==> src/rtl/regfile_pkg.sv <==
// Register-file geometry and types shared by the writeback arbiter, register file and issue stage.
package regfile_pkg;
    localparam int XLEN       = 32;
    localparam int REG_ADDR_W = 5;
    localparam int NREGS      = 2 ** REG_ADDR_W;

    typedef logic [REG_ADDR_W-1:0] reg_addr_t;
    typedef logic [XLEN-1:0]       word_t;
endpackage

==> src/rtl/rr_arbiter.sv <==
// Round-robin arbiter: one-hot grant to the first requester at or above the pointer, with wrap.
// Latency: grant is combinational; the pointer moves one cycle after an accepted grant.
// Backpressure: the caller drops req to withhold grants; the pointer only moves when advance=1.
module rr_arbiter #(
    parameter int N = 2
) (
    input  logic         clk,
    input  logic         rst,
    input  logic [N-1:0] req,
    input  logic         advance,
    output logic [N-1:0] grant
);
    localparam int PW = (N > 1) ? $clog2(N) : 1;

    logic [PW-1:0] ptr;
    logic [PW-1:0] gidx;
    logic          found;

    always_comb begin
        grant = '0;
        gidx  = '0;
        found = 1'b0;
        for (int k = 0; k < N; k++) begin
            int idx;
            idx = int'(ptr) + k;
            if (idx >= N) idx = idx - N;
            if (!found && req[idx]) begin
                found      = 1'b1;
                grant[idx] = 1'b1;
                gidx       = PW'(idx);
            end
        end
    end

    always_ff @(posedge clk or posedge rst) begin
        if (rst) begin
            ptr <= '0;
        end else if (advance && found) begin
            ptr <= (gidx == PW'(N - 1)) ? '0 : gidx + PW'(1);
        end
    end
endmodule

==> src/rtl/regfile_wb_arbiter.sv <==
// Shares the register-file write port among NUM_REQ writeback sources, round-robin.
// Latency: one cycle from accepted request to out_write_enable; one write per cycle.
// Backpressure: in_hold or a competing grant keeps req_ready low; sources hold their request.
module regfile_wb_arbiter
    import regfile_pkg::*;
#(
    parameter int NUM_REQ    = 2,
    parameter int XLEN       = regfile_pkg::XLEN,
    parameter int REG_ADDR_W = regfile_pkg::REG_ADDR_W
) (
    input  logic                          clk,
    input  logic                          rst,
    input  logic [NUM_REQ-1:0]            req_valid,
    output logic [NUM_REQ-1:0]            req_ready,
    input  logic [NUM_REQ*REG_ADDR_W-1:0] req_number,
    input  logic [NUM_REQ*XLEN-1:0]       req_value,
    input  logic                          in_hold,
    output logic                          out_write_enable,
    output logic [REG_ADDR_W-1:0]         out_write_number,
    output logic [XLEN-1:0]               out_write_value,
    output logic [2**REG_ADDR_W-1:0]      pending_mask
);
    logic [NUM_REQ-1:0]    arb_req;
    logic [NUM_REQ-1:0]    grant;
    logic                  xfer;
    logic [REG_ADDR_W-1:0] sel_num;
    logic [XLEN-1:0]       sel_val;

    // Hold and reset mask the requests, so grant equals ready and implies valid.
    assign arb_req   = (in_hold || rst) ? '0 : req_valid;
    assign req_ready = grant;
    assign xfer      = |grant;

    rr_arbiter #(.N(NUM_REQ)) u_rr (
        .clk     (clk),
        .rst     (rst),
        .req     (arb_req),
        .advance (xfer),
        .grant   (grant)
    );

    always_comb begin
        sel_num = '0;
        sel_val = '0;
        for (int i = 0; i < NUM_REQ; i++) begin
            if (grant[i]) begin
                sel_num = sel_num | req_number[i*REG_ADDR_W +: REG_ADDR_W];
                sel_val = sel_val | req_value[i*XLEN +: XLEN];
            end
        end
    end

    // Writes to x0 are consumed but never reach the register file.
    always_ff @(posedge clk or posedge rst) begin
        if (rst) begin
            out_write_enable <= 1'b0;
            out_write_number <= '0;
            out_write_value  <= '0;
        end else begin
            out_write_enable <= xfer && (sel_num != '0);
            if (xfer) begin
                out_write_number <= sel_num;
                out_write_value  <= sel_val;
            end
        end
    end

    always_comb begin
        pending_mask = '0;
        for (int i = 0; i < NUM_REQ; i++) begin
            if (req_valid[i]) pending_mask[req_number[i*REG_ADDR_W +: REG_ADDR_W]] = 1'b1;
        end
        if (out_write_enable) pending_mask[out_write_number] = 1'b1;
        pending_mask[0] = 1'b0;
    end
endmodule
==> config.mk <==
export PLATFORM = sky130hd
export DESIGN_NAME = regfile_wb_arbiter
export DESIGN_NICKNAME = d
export VERILOG_FILES = /design/src/rtl/regfile_pkg.sv /design/src/rtl/rr_arbiter.sv /design/src/rtl/regfile_wb_arbiter.sv
export SDC_FILE = /design/constraint.sdc
export NUM_CORES = 1
export LEC_CHECK = 0
export BUFFER_PORTS_ARGS = -buffer_cell sky130_fd_sc_hd__buf_2
export CORE_AREA = 4 4 127 68
export CTS_CLUSTER_SIZE = 24
export DETAILED_ROUTE_END_ITERATION = 8
export DIE_AREA = 0 0 131 72
export MAX_ROUTING_LAYER = met4
export PLACE_DENSITY = 0.72
export RECOVER_POWER = 25
export SYNTH_ARGS = -nofsm -noshare
export SYNTH_HDL_FRONTEND = slang
export SYNTH_SLANG_ARGS = --single-unit
==> constraint.sdc <==
create_clock -name clk -period 3.7 [get_ports clk]
set_input_delay 0.74 -clock clk [delete_from_list [all_inputs] [get_ports clk]]
set_output_delay 0.74 -clock clk [all_outputs]
set_load 0.02 [all_outputs]
# After elaboration in Yosys (flattened, before gate mapping)
# Index checks and enable logic that the tools add are counted.
# Widths: inputs -> output; s select.
[op_classes]
n_addsub = 4
order_cmp = 12
n_mux = 33
n_bitwise = 5
reduce_logical = 12
[ops]
columns = ["op", "count"]
rows = [
  ["$mux 32", 7],
  ["$or 32x32->32", 3],
  ["$ge 32x1->1 const B", 2],
  ["$lt 32x3->1 const B", 2],
  ["$ge 32x3->1 const B", 1],
  ["$sub 32x3->32 const B", 1],
  ["$lt 5x6->1 const B", 3],
  ["$mux 1", 16],
  ["$demux 1 s5", 3],
  ["$ge 5x1->1 const B", 3],
  ["$mux 5", 2],
  ["$logic_and 1x1->1", 8],
  ["$mux 2", 3],
  ["$or 5x5->5", 1],
  ["$reduce_bool 5->1", 1],
  ["$sub 1x2->3 const B", 1],
  ["$add 1x1->2 const B", 1],
  ["$demux 1 s1", 2],
  ["$ge 1x2->1 const B", 1],
  ["$or 2x2->2", 1],
  ["$reduce_or 2->1", 1],
  ["$add 1x1->1 const B", 1],
  ["$logic_not 1->1", 1],
  ["$logic_or 1x1->1", 1],
]
[word_totals]
register_bits = 39
in_bits = 79
out_inout_bits = 72

# Longest topological paths before layout
# Gate-level depths: netlist (run 1).
[logic_depth]
depth_word = 14
ltp_mapped = 5
mapped_depth_nobuf = 3

# Cells and area by module
# A second synthesis (run 1) with hierarchy kept.
[unflattened]
cells_unflattened = 316
area_unflattened_um2 = 2482.4
[by_module_without_submodules]
columns = ["mod", "n_inst", "cells_each", "area_each_um2", "seq_area_each_um2"]
rows = [
  ["regfile_wb_arbiter", 1, 309, 2423.6, 950.9],
  ["rr_arbiter", 1, 7, 58.8, 25.0],
]

# Worst setup path before layout (run 1)
# Ideal clock, no wire load.
[synth_timing]
path_kind = "input to output"
start = "input req_number[0]"
end = "output pending_mask[27]"
arrival_time_ns = 1.539
t_required_ns = 2.960
slack_ns = 1.421
cell_stages = 4
cell_sequence = "and3_1 clkbuf_1 a222oi_1 inv_1"
[synth_via]
elab_chain_len = 9
word_cells_on_any_way = 10
cone_classes = "order compare (2); mux (5); bitwise (2); reduce/logical (1)"
[synth_rtl]
columns = ["item", "line", "text"]
rows = [
  ["start: declaration", "regfile_wb_arbiter.sv:15", "input logic [NUM_REQ*REG_ADDR_W-1:0] req_number,"],
  ["$lt 5x6->1 (implied by the code) / $ge 5x1->1 (equally long branches)", "regfile_wb_arbiter.sv:71", "if (req_valid[i]) pending_mask[req_number[i*REG_ADDR_W +: REG_ADDR_W]] = 1'b1;"],
  ["$logic_and 1x1->1 (implied by the code)", "regfile_wb_arbiter.sv:71", ""],
  ["$mux 1 (implied by the code)", "regfile_wb_arbiter.sv:71", ""],
  ["$demux 1 s5 *", "regfile_wb_arbiter.sv:71", ""],
  ["$mux 32 *", "regfile_wb_arbiter.sv:71", ""],
  ["$or 32x32->32 (no line)", "-", ""],
  ["$mux 32 *", "regfile_wb_arbiter.sv:71", ""],
  ["$or 32x32->32 (no line)", "-", ""],
  ["$mux 32 *", "regfile_wb_arbiter.sv:73", "if (out_write_enable) pending_mask[out_write_number] = 1'b1;"],
  ["end: declaration", "regfile_wb_arbiter.sv:21", "output logic [2**REG_ADDR_W-1:0] pending_mask"],
]
# Every way passes the cells marked *; elsewhere a longest branch is shown, timed or not.

# Worst setup path in the final report (run 1)
[layout_timing]
start = "input req_valid[0]"
end = "output pending_mask[28]"
[layout_via]
elab_chain_len = 5
[layout_rtl]
columns = ["item", "line", "text"]
rows = [
  ["start: declaration", "regfile_wb_arbiter.sv:13", "input logic [NUM_REQ-1:0] req_valid,"],
  ["$mux 32 *", "regfile_wb_arbiter.sv:71", ""],
  ["$or 32x32->32 (no line)", "-", ""],
  ["$mux 32 *", "regfile_wb_arbiter.sv:71", ""],
  ["$or 32x32->32 (no line)", "-", ""],
  ["$mux 32 *", "regfile_wb_arbiter.sv:73", ""],
]
# Marked as above.

==> results of run 1 <==
## cell families after synthesis
| group | after synthesis |
|---|---|
| AND/OR/NAND/NOR | 141 |
| buffers and inverters | 28 |
| AO/OA/AOI/OAI | 72 |
| flip-flops | 39 |
| other | 1 |
## through the flow
stage                     util [%]  setup slack, ns  area [µm²]   power, W
after CTS                    45.32            1.064        3482   0.001509
after global placement       43.35            1.111        3331   0.001055
after detailed placement     43.35            1.065        3331   0.001064
final                        44.99           0.9946        3457   0.001492
after floorplan                  -            1.421        2575  0.0008726
after global routing         44.99           0.9611        3457   0.001568
## sequential cells by signal (all words and copies together) (netlist names), named ones only
register and flops:
out_write_value 32, out_write_number 5, out_write_enable 1
## synthesized netlist by cell type, types with 2 or more instances
| cell | instances | area [µm²] |
|---|---|---|
| nor2_1 | 2 | 7.510 |
| and3_1 | 43 | 269.0 |
| buf_2 | 7 | 35.03 |
| and3b_1 | 15 | 131.4 |
| buf_6 | 6 | 67.56 |
| nor3b_1 | 10 | 75.07 |
| nor3_1 | 3 | 15.01 |
| clkbuf_1 | 11 | 41.29 |
| a221o_1 | 37 | 370.4 |
| a21oi_1 | 2 | 10.01 |
| nor3b_2 | 3 | 37.54 |
| inv_1 | 3 | 11.26 |
| nand2_1 | 61 | 229.0 |
| a22oi_1 | 29 | 217.7 |
| dfrtp_1 | 39 | 975.9 |
| a222oi_1 | 2 | 20.02 |
## cell type report
class / instances / area (µm²) / area share, %
multi-input combinational: 214 / 1443 / 41.73
sequential: 39 / 975.9 / 28.23
timing repair buffer: 153 / 750.7 / 21.72
clock buffer: 7 / 142.6 / 4.126
tap: 100 / 125.1 / 3.619
inverter: 3 / 11.26 / 0.3257
clock inverter: 1 / 8.758 / 0.2533
## power by group
group	internal (W)	total, W	switching [W]
Clock	0.000270	0.000439	0.000169
Sequential	0.000509	0.000580	0.0000705
Combinational	0.000183	0.000473	0.000291
Total	0.000962	0.00149	0.000530
## worst paths after layout
kind	end	slack (ns)	depth (start not counted)
min reg2reg	flip-flop	0.49	1
min in group asynchronous	out_write_value[19]	0.75	2
max reg2reg	out_write_value[24]	2.04	3
max in group asynchronous	out_write_number[1]	2.19	3
max	pending_mask[28]	0.99	5
min	flip-flop	0.49	1
## layer usage
layer	vias up	track usage (%)	share of wire, %
li1	1349	-	-
met1	1378	29.11	46
met2	190	28.37	40
met3	11	5.588	13
met4	0	3.877	0.81
met5	-	-	0
==> qor.csv, run 1 <==
metric,value,unit
finalWorstPathRequiredPeriod,2.705,ns
timing.critical_path.fanout_max,8,
clockRootBuffer,clkbuf_16,
kind_of_end_point_of_the_critical_path,output pin,
postSynth.asyncResetShare,100.0,%
antenna_found_initial,0,
rows,23,
hold-worst-slack,0.4859,ns
post_synthesis_compound_gate_area_fraction,24.68,%
vdd.ir_drop.worst,0.1695,mV
synth.mux.area_fraction,0,%
layout_commonest_cell,buf_2,
grt_first_pass_wirelength,14.50,mm
cp_peak_stage_delay,0.56,ns
wire_per_inst,18.47,µm
layout.filler_cells,779,
critical-path-top-delay-family,simple AND/OR/NAND/NOR gates,
global_route.usage.total,20.16,%
cts_hold_buf,0,
leakage_power,1.979,nW
crit_required,2.96,ns
remaining_antenna_violation_count,0,
synth_sequential_area_ratio,37.90,%
globalRoute.totalOverflow,0,
drc_errors,0,
floorplan.die.width,131,µm
worst_pin_slew,1.384,ns
worstSetupPathType,primary input to output pin,
floorplan.die_area,0.009432,mm²
worstPathCellList,"buf_2, nor3b_2, a22oi_1, nand2_1, buf_2",
synth.cell_area,0.002575,mm²
synthFlopType,dfrtp_1,
clock_sink_count,39,
yosys.area_share.adder,0,%
power.density,431.5,mW/mm²
final_slew_violations,0,
fmaxAchievable,369.6,MHz
synthCells,281,
top_level_ports,151,
setup-violations-final,0,
period_share,73.12,%
yosys_warning_count,0,
main_combinational_cell_family_by_area_after_synthesis,simple AND/OR/NAND/NOR gates,
ctsHtreeMaxLevel,2,
mappedNetlistNets,360,
clk_pin_slew_worst_paths,0.06,ns
height_of_the_die,72,µm
setup_repair_after_global_routing_missed_its_margin,no,
gp_congestion,0.8872,
crit_path_frequent_cell,buf_2,
worstSkewPairLatency,0.28,ns
cp_slowest_cell,nor3b_2,
grt_start_max_net_pins,40,
cts_inserted_buffers,5,
yosysUniqueCellTypes,24,
worstSetupStartpoint,req_valid[0],
first_pass_iters,5,
synthesized_area_fraction_occupied_by_and_or_nand_nor_cells,30.95,%
relSlewSlack,7.761,%
cts-resized-gates,0,
syn_avg_cell_area,9.164,µm²
via_count_of_the_first_global_routing_pass,2784,
post_cts_buffers,0,
dp_hpwl,7.017,mm
share_of_final_layout_standard_cells_stronger_than_drive_strength_1,35.73,%
layout.cells.non_filler,517,
port_buffers,149,
synth_xor_xnor_area_share,0,%
vias_per_cell,5.663,
synth-edff-count,0,
flow.area_growth_from_synthesis,34.26,%
initial_utilization,33.51,%
finalClockSkew,0.004054,ns
antennaDiodeCount,0,
wl,9.549,mm
report.final.hold_viol_count,0,
detailedRoute.firstIterationViolations,390,
setup_tns,0,ns
buffer_levels_on_the_longest_clock_path,2,
max-cap-violations,0,
place_inst,509,
timing.critical_path.from_type,primary input,
tritoncts,done,
min-delay-path-class,flip-flop to flip-flop,
final_cell_mix,"buf_2, nand2_1, and3_1",
outcome,"complete, no violations",
layout.nets,495,
worstPathBufferInverterCount,2,
ys_seq_elements,39,
cp_arrival,1.97,ns
placeableCoreArea,0.007684,mm²
via_count,2928,
Note: power is estimated with default switching activity, not from simulation.
==> run 2, diff against run 1 <==
--- a/config.mk
+++ b/config.mk
@@ -11,7 +11,7 @@
 export DETAILED_ROUTE_END_ITERATION = 8
 export DIE_AREA = 0 0 131 72
 export MAX_ROUTING_LAYER = met4
-export PLACE_DENSITY = 0.72
+export PLACE_DENSITY = 0.75
 export RECOVER_POWER = 25
 export SYNTH_ARGS = -nofsm -noshare
 export SYNTH_HDL_FRONTEND = slang
==> constraint.sdc (replaced) <==
create_clock -name clk -period 2.4 [get_ports clk]
set_input_delay 0.48 -clock clk [delete_from_list [all_inputs] [get_ports clk]]
set_output_delay 0.48 -clock clk [all_outputs]
set_load 0.02 [all_outputs]
==> run 2 against run 1 <==
Non-clock buffer count increased by 4. Highest routed layer unchanged. Die area unchanged. Clock skew decreased by 0.0015 ns. Register-to-register slack got worse by 1.2 ns. Sequential share of layout area decreased by 0.77 points. Critical path depth decreased by 1. Setup slack got worse by 0.73 ns. Cell area increased by 2.8%. Final cell count increased by 0.77%.
==> qor.csv, run 2 (synthesized netlist as in run 1, its figures left out) <==
metric,value,unit
met2_wirelength,3.785,mm
floorplan.die.width,131,µm
final_slew_violations,0,
min-delay-path-class,primary input to asynchronous set/reset pin,
setup_tns,0,ns
outcome,"complete, no violations",
timing.critical_path.from_type,flip-flop,
finalWorstPathRequiredPeriod,2.134,ns
power.density,699.4,mW/mm²
relSlewSlack,23.26,%
initial_utilization,33.51,%
vias_per_cell,5.691,
crit_required,1.92,ns
first_pass_iters,5,
ctsHtreeMaxLevel,2,
worst_pin_slew,1.151,ns
dp_hpwl,7.113,mm
timing.critical_path.fanout_max,8,
port_buffers,149,
flow.area_growth_from_synthesis,38.00,%
placeableCoreArea,0.007684,mm²
amount_of_wire_on_met3_after_detailed_routing,1.206,mm
antenna_found_initial,0,
wire_per_inst,17.84,µm
height_of_the_die,72,µm
final_cell_mix,"buf_2, nand2_1, and3_1",
setup_repair_after_global_routing_missed_its_margin,no,
layout.nets,499,
vdd.ir_drop.worst,0.2931,mV
cp_arrival,1.65,ns
m1WireLength,4.248,mm
rows,23,
top_level_ports,151,
reg_top3,"out_write_value (32), out_write_number (5), out_write_enable (1)",
part_of_the_power_in_registers,35.7,%
tritoncts,done,
grt_first_pass_wirelength,14.50,mm
floorplan.die_area,0.009432,mm²
worstSetupPathType,flip-flop to output pin,
period_share,88.93,%
kind_of_end_point_of_the_critical_path,output pin,
power.switching_fraction,32.23,%
report.final.hold_viol_count,0,
buffer_levels_on_the_longest_clock_path,2,
gp_congestion,0.9624,
detailedRoute.firstIterationViolations,291,
layout_commonest_cell,buf_2,
clk_pin_slew_worst_paths,0.06,ns
clockRootBuffer,clkbuf_16,
setup-violations-final,0,
max-cap-violations,0,
finalClockSkew,0.002595,ns
largest_register,out_write_value,
largest_register_ffs,32,
route.top_layer_used,met4,
cts_hold_buf,0,
share_of_final_layout_standard_cells_stronger_than_drive_strength_1,40.14,%
globalRoute.totalOverflow,0,
power.internal,0.001684,W
wl,9.297,mm
design_power_total,0.002485,W
cts-resized-gates,0,
clk_pwr_share,34.2,%
cts_inserted_buffers,5,
post_cts_buffers,0,
power_switching,0.0008009,W
drc_errors,0,
antennaDiodeCount,0,
global_route.usage.total,20.00,%
worstSkewPairLatency,0.28,ns
clock_sink_count,39,
remaining_antenna_violation_count,0,
via_count,2965,
grt_start_max_net_pins,35,
via_count_of_the_first_global_routing_pass,2845,
combPwrFrac,30.1,%
fmaxAchievable,468.5,MHz
leakage_power,2.081,nW
run 2: critical path, stage by stage (launching register included):
cell and delay, ns:
dfrtp_1 0.43, and3b_1 0.49, a22oi_1 0.16, nand2_1 0.12, buf_2 0.18
run 2: metrics by stage:
| step | hold slack [ns] | utilization (%) | instances | area [µm²] | worst slack, ns |
|---|---|---|---|---|---|
| after global routing | 0.3618 | 46.25 | 521 | 3553 | 0.1260 |
| after detailed placement | 0.4811 | 43.90 | 513 | 3373 | 0.3414 |
| final | 0.3068 | 46.25 | 521 | 3553 | 0.2657 |
| after CTS | 0.3271 | 46.36 | 521 | 3562 | 0.2873 |
| after global placement | 0.4732 | 43.90 | 513 | 3373 | 0.3935 |
| after floorplan | 0.4536 | - | 281 | 2575 | 0.6221 |
run 2: area by class of cell:
type	count	area, µm²
clock buffer	6	128.9
clock inverter	2	60.06
fill	761	4130
inverter	3	11.26
multi-input combinational	214	1443
sequential	39	975.9
tap	100	125.1
timing repair buffer	157	809.5
run 2: power by group through the flow:
| stage | sequential [W] | clock (W) | combinational (W) |
|---|---|---|---|
| after floorplan | 0.00103 | 0 | 0.000313 |
| after global placement | 0.000890 | 0 | 0.000743 |
| after detailed placement | 0.000891 | 0 | 0.000758 |
| after CTS | 0.000886 | 0.000871 | 0.000757 |
| after global routing | 0.000907 | 0.000900 | 0.000812 |
| final | 0.000887 | 0.000849 | 0.000749 |
run 2: final timing paths:
path / startpoint / endpoint / slack [ns] / cells past startpoint
worst max-delay path: out_write_number[0] / pending_mask[2] / 0.27 / 4
worst min-delay path: rst / out_write_number[2] / 0.31 / 2
worst max register to register: flip-flop / out_write_value[11] / 0.89 / 4
worst min register to register: flip-flop / flip-flop / 0.49 / 1
max in group asynchronous: rst / out_write_value[0] / 0.55 / 3
min in group clk: req_value[23] / out_write_value[23] / 0.43 / 2
run 2: layer usage:
| metal | track usage, % | up-vias |
|---|---|---|
| met2 | 27.70 | 183 |
| met4 | 3.649 | 0 |
| met5 | - | - |
| met3 | 6.691 | 6 |
| met1 | 28.51 | 1422 |
| li1 | - | 1354 |
==> run 3, diff against run 2 <==
--- a/config.mk
+++ b/config.mk
@@ -13,6 +13,7 @@
 export MAX_ROUTING_LAYER = met4
 export PLACE_DENSITY = 0.75
 export RECOVER_POWER = 25
+export SETUP_SLACK_MARGIN = 0.3
 export SYNTH_ARGS = -nofsm -noshare
 export SYNTH_HDL_FRONTEND = slang
 export SYNTH_SLANG_ARGS = --single-unit
==> run 3 against run 2 <==
Core utilization grew 0.72 points. Register-to-register slack is essentially flat. Critical path depth grew 1. Routed wire length up 0.49%. Total power is 0.82% higher. Combinational power increased by 2%. Cell area rose by 1.5%.
==> qor.csv, run 3 (synthesized netlist as in run 1, its figures left out) <==
metric,value,unit
post_cts_buffers,0,
power.internal,0.001694,W
period_share,84.62,%
largest_register_ffs,32,
clockRootBuffer,clkbuf_16,
timing.final.ws_setup,0.3690,ns
remaining_antenna_violation_count,0,
clock_sink_count,39,
max-cap-violations,0,
finalWorstPathRequiredPeriod,2.031,ns
setup_repair_after_global_routing_missed_its_margin,no,
fmaxAchievable,492.4,MHz
power_switching,0.0008110,W
cp_arrival,1.55,ns
crit_required,1.92,ns
worst_pin_slew,0.5941,ns
globalRoute.totalOverflow,0,
vias_per_cell,5.676,
report.final.hold_viol_count,0,
antennaDiodeCount,0,
kind_of_end_point_of_the_critical_path,output pin,
via_count,2957,
final_cell_mix,"buf_2, nand2_1, and3_1",
initial_utilization,33.51,%
layout.nets,499,
timing.critical_path.fanout_max,8,
worstSetupPathType,primary input to output pin,
setup_tns,0,ns
design_power_total,0.002505,W
floorplan.die_area,0.009432,mm²
power.density,694.3,mW/mm²
port_buffers,149,
height_of_the_die,72,µm
layout.filler_cells,751,
share_of_final_layout_standard_cells_stronger_than_drive_strength_1,43.71,%
relSlewSlack,60.35,%
first_pass_iters,5,
floorplan.die.width,131,µm
wire_per_inst,17.93,µm
worstSkewPairLatency,0.28,ns
grt_start_max_net_pins,35,
rows,23,
via_count_of_the_first_global_routing_pass,2845,
placeableCoreArea,0.007684,mm²
timing.critical_path.from_type,primary input,
power.switching_fraction,32.37,%
min-delay-path-class,primary input to asynchronous set/reset pin,
largest_register,out_write_value,
part_of_the_power_in_registers,35.7,%
buffer_levels_on_the_longest_clock_path,2,
finalClockSkew,0.002569,ns
drc_errors,0,
cts_hold_buf,0,
clk_pin_slew_worst_paths,0.06,ns
tritoncts,done,
dpl_cell_area,0.003373,mm²
placement.setup.worst_slack,0.3414,ns
detailedRoute.firstIterationViolations,314,
leakage_power,2.087,nW
clk_pwr_share,33.9,%
gp_congestion,0.9624,
final_design_area_no_fill,0.003608,mm²
grt_first_pass_wirelength,14.50,mm
dp_hpwl,7.113,mm
global_route.usage.total,20.00,%
cts_inserted_buffers,5,
outcome,"complete, no violations",
wl,9.343,mm
top_level_ports,151,
flow.area_growth_from_synthesis,40.14,%
antenna_found_initial,0,
setup-violations-final,0,
reg_top3,"out_write_value (32), out_write_number (5), out_write_enable (1)",
final_slew_violations,0,
combPwrFrac,30.4,%
ctsHtreeMaxLevel,2,
layout_commonest_cell,buf_2,
vdd.ir_drop.worst,0.2932,mV
run 3: cell count changes in the layout (fill, tap and decap cells not counted):
cell / previous run / this run
nor3b_1: 10 / 3
nor3b_2: 2 / 9
dfrtp_1: 39 / 36
dfrtp_2: 0 / 3
and3b_1: 15 / 13
and3b_2: 0 / 2
and3_1: 43 / 42
and3_2: 0 / 1
buf_12: 0 / 1
dlymetal6s4s_1: 1 / 0
nor3_1: 3 / 2
nor3_2: 0 / 1
run 3: power by group through the flow:
| stage | logic (W) | clock network (W) | registers (W) |
|---|---|---|---|
| after floorplan | 0.000313 | 0 | 0.00103 |
| after global routing | 0.000822 | 0.000900 | 0.000914 |
| after detailed placement | 0.000758 | 0 | 0.000891 |
| after global placement | 0.000743 | 0 | 0.000890 |
| after CTS | 0.000757 | 0.000871 | 0.000886 |
| final | 0.000761 | 0.000849 | 0.000895 |
run 3: what timing repair did:
item / CTS / global route
setup endpoints to repair: 2 / 16
cloned: 0 / 0
resized for setup: 1 / 13
pin swaps: 0 / 1
run 3: layout make-up:
| class | instances | area (µm²) | area share [%] |
|---|---|---|---|
| Clock buffer | 6 | 128.9 | 3.571 |
| Clock inverter | 2 | 60.06 | 1.664 |
| Inverter | 3 | 11.26 | 0.3121 |
| Multi-Input combinational cell | 214 | 1486 | 41.19 |
| Sequential cell | 39 | 979.7 | 27.15 |
| Tap cell | 100 | 125.1 | 3.467 |
| Timing Repair Buffer | 157 | 817.0 | 22.64 |
run 3: metal layers:
| layer | up-vias | routed length, µm | track usage, % | share of wire [%] |
|---|---|---|---|---|
| met5 | - | 0 | - | 0 |
| met4 | 0 | 57 | 3.649 | 0.61 |
| met3 | 6 | 1043 | 6.691 | 11 |
| met2 | 162 | 3805 | 27.70 | 41 |
| met1 | 1436 | 4437 | 28.51 | 47 |
| li1 | 1353 | - | - | - |
run 3: path summary, 6_finish.rpt:
path,from,end,slack [ns],cells after the start
worst max register to register,flip-flop,out_write_value[11],0.88,4
min in group clk,req_value[23],out_write_value[23],0.43,2
worst min register to register,flip-flop,flip-flop,0.50,1
worst max-delay path,req_valid[0],pending_mask[29],0.37,5
worst min-delay path,rst,out_write_value[27],0.34,2
max in group asynchronous,rst,out_write_value[0],1.52,3
run 3: metrics by stage:
stage | hold WS (ns) | instances | utilization, %
2_1_floorplan | 0.4536 | 281 | -
3_3_place_gp | 0.4732 | 513 | 43.90
3_5_place_dp | 0.4811 | 513 | 43.90
4_1_cts | 0.3271 | 521 | 46.38
5_1_grt | 0.3891 | 521 | 46.96
6_report | 0.3377 | 521 | 46.96
run 3: critical path, cell delays in order:
cell	delay [ns]
buf_2	0.15
and3b_1	0.31
a222oi_1	0.37
inv_1	0.08
buf_2	0.16
